**config.mk**
```make
export PLATFORM = sky130hd
export DESIGN_NAME = core_lsu
export DESIGN_NICKNAME = d
export VERILOG_FILES = /design/src/rtl/core_types_pkg.sv /design/src/rtl/core_lsu_align.sv /design/src/rtl/core_lsu.sv
export SDC_FILE = /design/constraint.sdc
export NUM_CORES = 1
export LEC_CHECK = 0
export CELL_PAD_IN_SITES_DETAIL_PLACEMENT = 2
export CELL_PAD_IN_SITES_GLOBAL_PLACEMENT = 2
export CORE_MARGIN = 2
export CORE_UTILIZATION = 35
export CTS_CLUSTER_DIAMETER = 200
export DETAILED_ROUTE_END_ITERATION = 12
export DONT_BUFFER_PORTS = 1
export GPL_ROUTABILITY_DRIVEN = 0
export PLACE_DENSITY_LB_ADDON = 0.1
export REMOVE_ABC_BUFFERS = 1
export SYNTH_ARGS = -nofsm -noshare
export SYNTH_HDL_FRONTEND = slang
export SYNTH_SLANG_ARGS = --single-unit
```
**constraint.sdc**
```tcl
create_clock -name clk -period 2.1 [get_ports clk]
set_clock_uncertainty 0.05 [all_clocks]
set_input_delay 0.21 -clock clk [delete_from_list [all_inputs] [get_ports clk]]
set_output_delay 0.21 -clock clk [all_outputs]
set_load 0.05 [all_outputs]
```
**src/rtl/core_types_pkg.sv**
```systemverilog
// core_types_pkg: shared core types, including the LSU request bundle, FSM states and lane widths.
package core_types_pkg;
    localparam int N_BITS        = 32;
    localparam int DMEM_BE_WIDTH = N_BITS / 8;

    typedef enum logic [1:0] {IDLE, REQ, WAIT_RSP} lsu_state_e;
    typedef enum logic [1:0] {BYTE = 2'd0, HALF = 2'd1, WORD = 2'd2} mem_len_e;

    typedef struct packed {
        logic       vld;
        logic       mtype;
        logic [1:0] len;
    } dmem_req_ctrl_t;

    typedef struct packed {
        logic       vld;
        logic [4:0] rd;
    } rf_ctrl_t;

    // len=3 is reserved and only counts as faulting when trapping is enabled
    function automatic logic is_misaligned(input logic [1:0] len, input logic [1:0] off);
        return (len == HALF && off[0]) || (len == WORD && off != 2'b00) || len == 2'd3;
    endfunction
endpackage

```
**src/rtl/core_lsu_align.sv**
```systemverilog
// core_lsu_align: combinational byte-lane steering for stores and extract/extend for loads.
module core_lsu_align
    import core_types_pkg::*;
(
    input  logic [1:0]               len,
    input  logic [1:0]               off,
    input  logic                     zext,
    input  logic [N_BITS-1:0]        wdata,
    input  logic [N_BITS-1:0]        rdata,
    output logic [DMEM_BE_WIDTH-1:0] be,
    output logic [N_BITS-1:0]        lane_wdata,
    output logic [N_BITS-1:0]        ext_rdata
);
    logic [1:0]        aoff;
    logic [N_BITS-1:0] shifted;

    // misaligned offsets are forced down to the access size; reserved len acts as a word
    always_comb begin
        aoff       = len == BYTE ? off : len == HALF ? {off[1], 1'b0} : 2'b00;
        be         = len == BYTE ? DMEM_BE_WIDTH'(1) << aoff :
                     len == HALF ? DMEM_BE_WIDTH'(3) << aoff : '1;
        lane_wdata = len == BYTE ? {(N_BITS/8){wdata[7:0]}} :
                     len == HALF ? {(N_BITS/16){wdata[15:0]}} : wdata;
        shifted    = rdata >> {aoff, 3'b000};
        ext_rdata  = len == BYTE ? {{(N_BITS-8){~zext & shifted[7]}}, shifted[7:0]} :
                     len == HALF ? {{(N_BITS-16){~zext & shifted[15]}}, shifted[15:0]} : shifted;
    end
endmodule

```
**src/rtl/core_lsu.sv**
```systemverilog
// core_lsu: single-outstanding load/store unit between execute, the data-memory bus and writeback.
// Define LSU_MISALIGN_TRAP_EN to trap misaligned accesses (misalign_exc) instead of forcing alignment.
module core_lsu
    import core_types_pkg::*;
(
    input  logic                     clk,
    input  logic                     rst_n,
    input  logic                     req_vld,
    output logic                     req_rdy,
    input  dmem_req_ctrl_t           req_ctrl,
    input  logic                     req_unsigned,
    input  logic [N_BITS-1:0]        req_addr,
    input  logic [N_BITS-1:0]        req_wdata,
    input  rf_ctrl_t                 req_rf,
    output logic                     mem_req_vld,
    input  logic                     mem_req_rdy,
    output logic [N_BITS-1:0]        mem_addr,
    output logic                     mem_we,
    output logic [DMEM_BE_WIDTH-1:0] mem_be,
    output logic [N_BITS-1:0]        mem_wdata,
    input  logic                     mem_rsp_vld,
    input  logic [N_BITS-1:0]        mem_rdata,
    output logic                     wb_vld,
    output logic [4:0]               wb_rd,
`ifdef LSU_MISALIGN_TRAP_EN
    output logic [N_BITS-1:0]        wb_data,
    output logic                     misalign_exc
`else
    output logic [N_BITS-1:0]        wb_data
`endif
);
    lsu_state_e               state, state_nxt;
    logic                     accept, fault;
    logic [1:0]               len_q, off_q;
    logic                     zext_q;
    rf_ctrl_t                 rf_q;
    logic [DMEM_BE_WIDTH-1:0] req_be, unused_be;
    logic [N_BITS-1:0]        req_lane, rsp_data, unused_rdata, unused_wdata;

    assign accept = state == IDLE && req_vld && req_ctrl.vld;
`ifdef LSU_MISALIGN_TRAP_EN
    assign fault = is_misaligned(req_ctrl.len, req_addr[1:0]);
`else
    assign fault = 1'b0;
`endif

    core_lsu_align u_req_align (
        .len        (req_ctrl.len),
        .off        (req_addr[1:0]),
        .zext       (req_unsigned),
        .wdata      (req_wdata),
        .rdata      ('0),
        .be         (req_be),
        .lane_wdata (req_lane),
        .ext_rdata  (unused_rdata)
    );

    core_lsu_align u_rsp_align (
        .len        (len_q),
        .off        (off_q),
        .zext       (zext_q),
        .wdata      ('0),
        .rdata      (mem_rdata),
        .be         (unused_be),
        .lane_wdata (unused_wdata),
        .ext_rdata  (rsp_data)
    );

    always_ff @(posedge clk or negedge rst_n)
        if (!rst_n) state <= IDLE;
        else        state <= state_nxt;

    // responses outside WAIT_RSP (stale or same-cycle as handshake) are ignored
    always_comb begin
        state_nxt = state == IDLE ? (accept && !fault ? REQ : IDLE) :
                    state == REQ  ? (mem_req_rdy ? (mem_we ? IDLE : WAIT_RSP) : REQ) :
                    (mem_rsp_vld ? IDLE : WAIT_RSP);
    end

    always_comb begin
        req_rdy     = state == IDLE;
        mem_req_vld = state == REQ;
    end

    always_ff @(posedge clk or negedge rst_n) begin
        if (!rst_n) begin
            mem_addr  <= '0;
            mem_we    <= 1'b0;
            mem_be    <= '0;
            mem_wdata <= '0;
            len_q     <= 2'b00;
            off_q     <= 2'b00;
            zext_q    <= 1'b0;
            rf_q      <= '0;
            wb_vld    <= 1'b0;
            wb_rd     <= '0;
            wb_data   <= '0;
        end else begin
            wb_vld <= 1'b0;
            if (accept && !fault) begin
                mem_addr  <= {req_addr[N_BITS-1:2], 2'b00};
                mem_we    <= req_ctrl.mtype;
                mem_be    <= req_be;
                mem_wdata <= req_lane;
                len_q     <= req_ctrl.len;
                off_q     <= req_addr[1:0];
                zext_q    <= req_unsigned;
                rf_q      <= req_rf;
            end
            if (state == WAIT_RSP && mem_rsp_vld) begin
                wb_vld  <= rf_q.vld && rf_q.rd != 5'd0;
                wb_rd   <= rf_q.rd;
                wb_data <= rsp_data;
            end
        end
    end

`ifdef LSU_MISALIGN_TRAP_EN
    always_ff @(posedge clk or negedge rst_n)
        if (!rst_n) misalign_exc <= 1'b0;
        else        misalign_exc <= accept && fault;
`endif
endmodule

```
==> results.json <==
{
  "cts_buffer_depth": 2,
  "cts_sinks": 118,
  "hpwl_microns": 11540,
  "start_util_pct": 35.58,
  "p_per_area_mw_per_mm2": 1725,
  "cts-buffers-inserted": 17,
  "hold_path.class": "input pin to async pin",
  "fp.coreArea_sq_mm": 0.01515,
  "rsz0062_at_grt": "false",
  "grt_pass1_wl_microns": 30200,
  "worstPathRequired_ns": 2.35,
  "grt_busiest_layer": "met2",
  "overflow": 0,
  "dr.pass1.iters": 4,
  "layout_common_cells": "192 x nand2_1, 118 x dfrtp_1, 95 x dlygate4sd3_1, 40 x o21ai_1",
  "fin_hold_ws_ns": -0.5660,
  "path_clk_slew_ns": 0.06,
  "diodes": 0,
  "worstMarginPinSlew_ns": 0.6823,
  "cts_root_buf": "clkbuf_16",
  "worst-setup-path-type": "register to register",
  "rows": 45,
  "grt_max_degree": 119,
  "gr-usage-met3_pct": 10.93,
  "area_growth_pct": 34.18,
  "nets": 764,
  "holdBufCountCts": 96,
  "r2r-start": "len_q[0]$_DFFE_PN0P_",
  "fin_cells": 853,
  "use_met1_pct": 26.73,
  "via_count": 4600,
  "grt_usage_pct": 24.38,
  "violations": "hold timing",
  "die_w_microns": 128.1,
  "fill_cells": 1548,
  "gr-usage-met2_pct": 42.56,
  "cp-start-kind": "register",
  "power_leakage_uw": 0.003435,
  "post_dp_cell_area_sq_mm": 0.005619,
  "synth_edf_count": 0,
  "syn_area_per_cell_sq_um": 9.763,
  "wl_microns": 19290,
  "stdcell_area_sq_mm": 0.007231,
  "antenna_found_initial": 0,
  "cts_resized": 0,
  "drtIter0Drc": 204,
  "ys_seq_area_share_pct": 54.79,
  "die_area_sq_mm": 0.01641,
  "final.setup.tns_ns": 0,
  "ios": 221,
  "slew_headroom_pct": 54.51,
  "wl_per_cell_microns": 22.62,
  "ir_worst_vdd_uv": 722.9,
  "synth_cells": 552,
  "drtAntennaViolNets": 0,
  "yosysWarningCount": 0,
  "drv_slew": 0,
  "r2r_cells": 4,
  "post-route-period-util_pct": 90.77,
  "crit_fanout": 7,
  "netlist_area_sq_mm": 0.005389,
  "drc_errors": 0,
  "htreeDepth": 4,
  "port_buffers": 0,
  "setup_viol": 0,
  "fmax_mhz": 524.6,
  "async_flop_share_pct": 100.0,
  "dieHeight_microns": 128.1,
  "fin_crit_ns": 1.906,
  "finalHoldViolCount": 118,
  "viasPerCell": 5.393,
  "ys_ff_latch": 118,
  "tritoncts": "yes",
  "place_inst": 725,
  "crit_path_end_kind": "register",
  "drive_gt1_share_pct": 13.08,
  "cp.arrival_ns": 2.16,
  "rrSetupSlack_ns": 0.19,
  "outcome": "finished, violations left",
  "mostFrequentLayoutCell": "nand2_1",
  "synth_cell_type_count": 45,
  "clock_latency_ns": 0.42,
  "ys.flop_type": "dfrtp_1",
  "grt_pass1_vias": 5320,
  "r2r-end": "wb_data[3]$_DFFE_PN0P_",
  "post-cts-setup-buffers": 0,
  "cap_violations": 0
}
[kinds of logic (layout without fill, tap and decap cells)]
| logic type | Yosys count | count (layout) | share of synthesized area, % |
|---|---|---|---|
| AOI/OAI and AO/OA | 106 | 106 | 12.54 |
| muxes | 39 | 39 | 9.450 |
| and+or+nand+nor | 245 | 245 | 19.16 |
| other | 1 | 2 | 0.06959 |
| buffers and inverters | 43 | 155 | 3.993 |
| DFF | 118 | 118 | 54.79 |
[Yosys cell counts (8+ instances only)]
| master | number | area share, % |
|---|---|---|
| dfrtp_1 | 118 | 55 |
| and3_1 | 18 | 2.1 |
| clkbuf_1 | 15 | 1.0 |
| nand2_1 | 192 | 13 |
| buf_2 | 15 | 1.4 |
| o22ai_1 | 8 | 0.93 |
| a21oi_1 | 25 | 2.3 |
| o21ai_1 | 40 | 3.7 |
| mux2i_1 | 25 | 4.6 |
| nor2_1 | 18 | 1.3 |
| o21ai_2 | 10 | 1.6 |
[stage by stage]
stage | utilization [%] | power, uW | worst slack (ns)
6_report | 47.74 | 12480 | 0.1939
5_1_grt | 47.74 | 13070 | 0.1151
4_1_cts | 47.74 | 12480 | 0.1868
3_5_place_dp | 37.10 | 9059 | 0.2164
3_3_place_gp | 37.10 | 8894 | 0.2774
2_1_floorplan | - | 8235 | -1.626
[cell type report]
class	count	area, sq um	share of cell area (%)
Clock buffer	23	467.9	6.472
Clock inverter	9	172.7	2.388
Inverter	6	22.52	0.3115
Multi-Input combinational cell	392	2238	30.96
Sequential cell	118	2953	40.84
Tap cell	188	235.2	3.253
Timing Repair Buffer	117	1141	15.78
[state kept, by name, summed over array words and instances (netlist names)]
signal	flops
mem_wdata	32
wb_data	32
mem_addr	30
rf_q	6
wb_rd	5
mem_be	4
len_q	2
off_q	2
state	2
mem_we	1
wb_vld	1
zext_q	1
[report_power, final]
group          total [uW]  leakage (uW)  switching (uW)  internal (uW)
Combinational        2260       0.00166            1260           1000
Sequential           6990       0.00146            3850           3140
Clock                3220      0.000311            1060           2160
[how the worst max path moves through the flow]
| stage | start | end | slack [ns] | cells past startpoint |
|---|---|---|---|---|
| after detailed placement | len_q[0]$_DFFE_PN0P_ | wb_data[5]$_DFFE_PN0P_ | 0.22 | 4 |
| final | len_q[0]$_DFFE_PN0P_ | wb_data[3]$_DFFE_PN0P_ | 0.19 | 4 |
| after floorplan | state[1]$_DFF_PN0_ | mem_be[2]$_DFFE_PN0P_ | -1.63 | 4 |
| after global routing | len_q[0]$_DFFE_PN0P_ | wb_data[3]$_DFFE_PN0P_ | 0.12 | 4 |
| after global placement | len_q[0]$_DFFE_PN0P_ | wb_data[6]$_DFFE_PN0P_ | 0.28 | 4 |
| after CTS | len_q[0]$_DFFE_PN0P_ | wb_data[3]$_DFFE_PN0P_ | 0.19 | 4 |
[critical path, stage by stage (launching register included)]
cell and delay (ns):
dfrtp_1 0.37, nand2b_2 0.23, nor2_4 0.29, mux4_2 0.57, mux2_4 0.28
[layer usage]
metal | vias to the layer above | routed length (microns)
li1 | 2078 | -
met1 | 2307 | 7329
met2 | 188 | 9814
met3 | 27 | 1797
met4 | 0 | 350
met5 | - | 0
No activity file was read; power rests on OpenSTA's default activity.
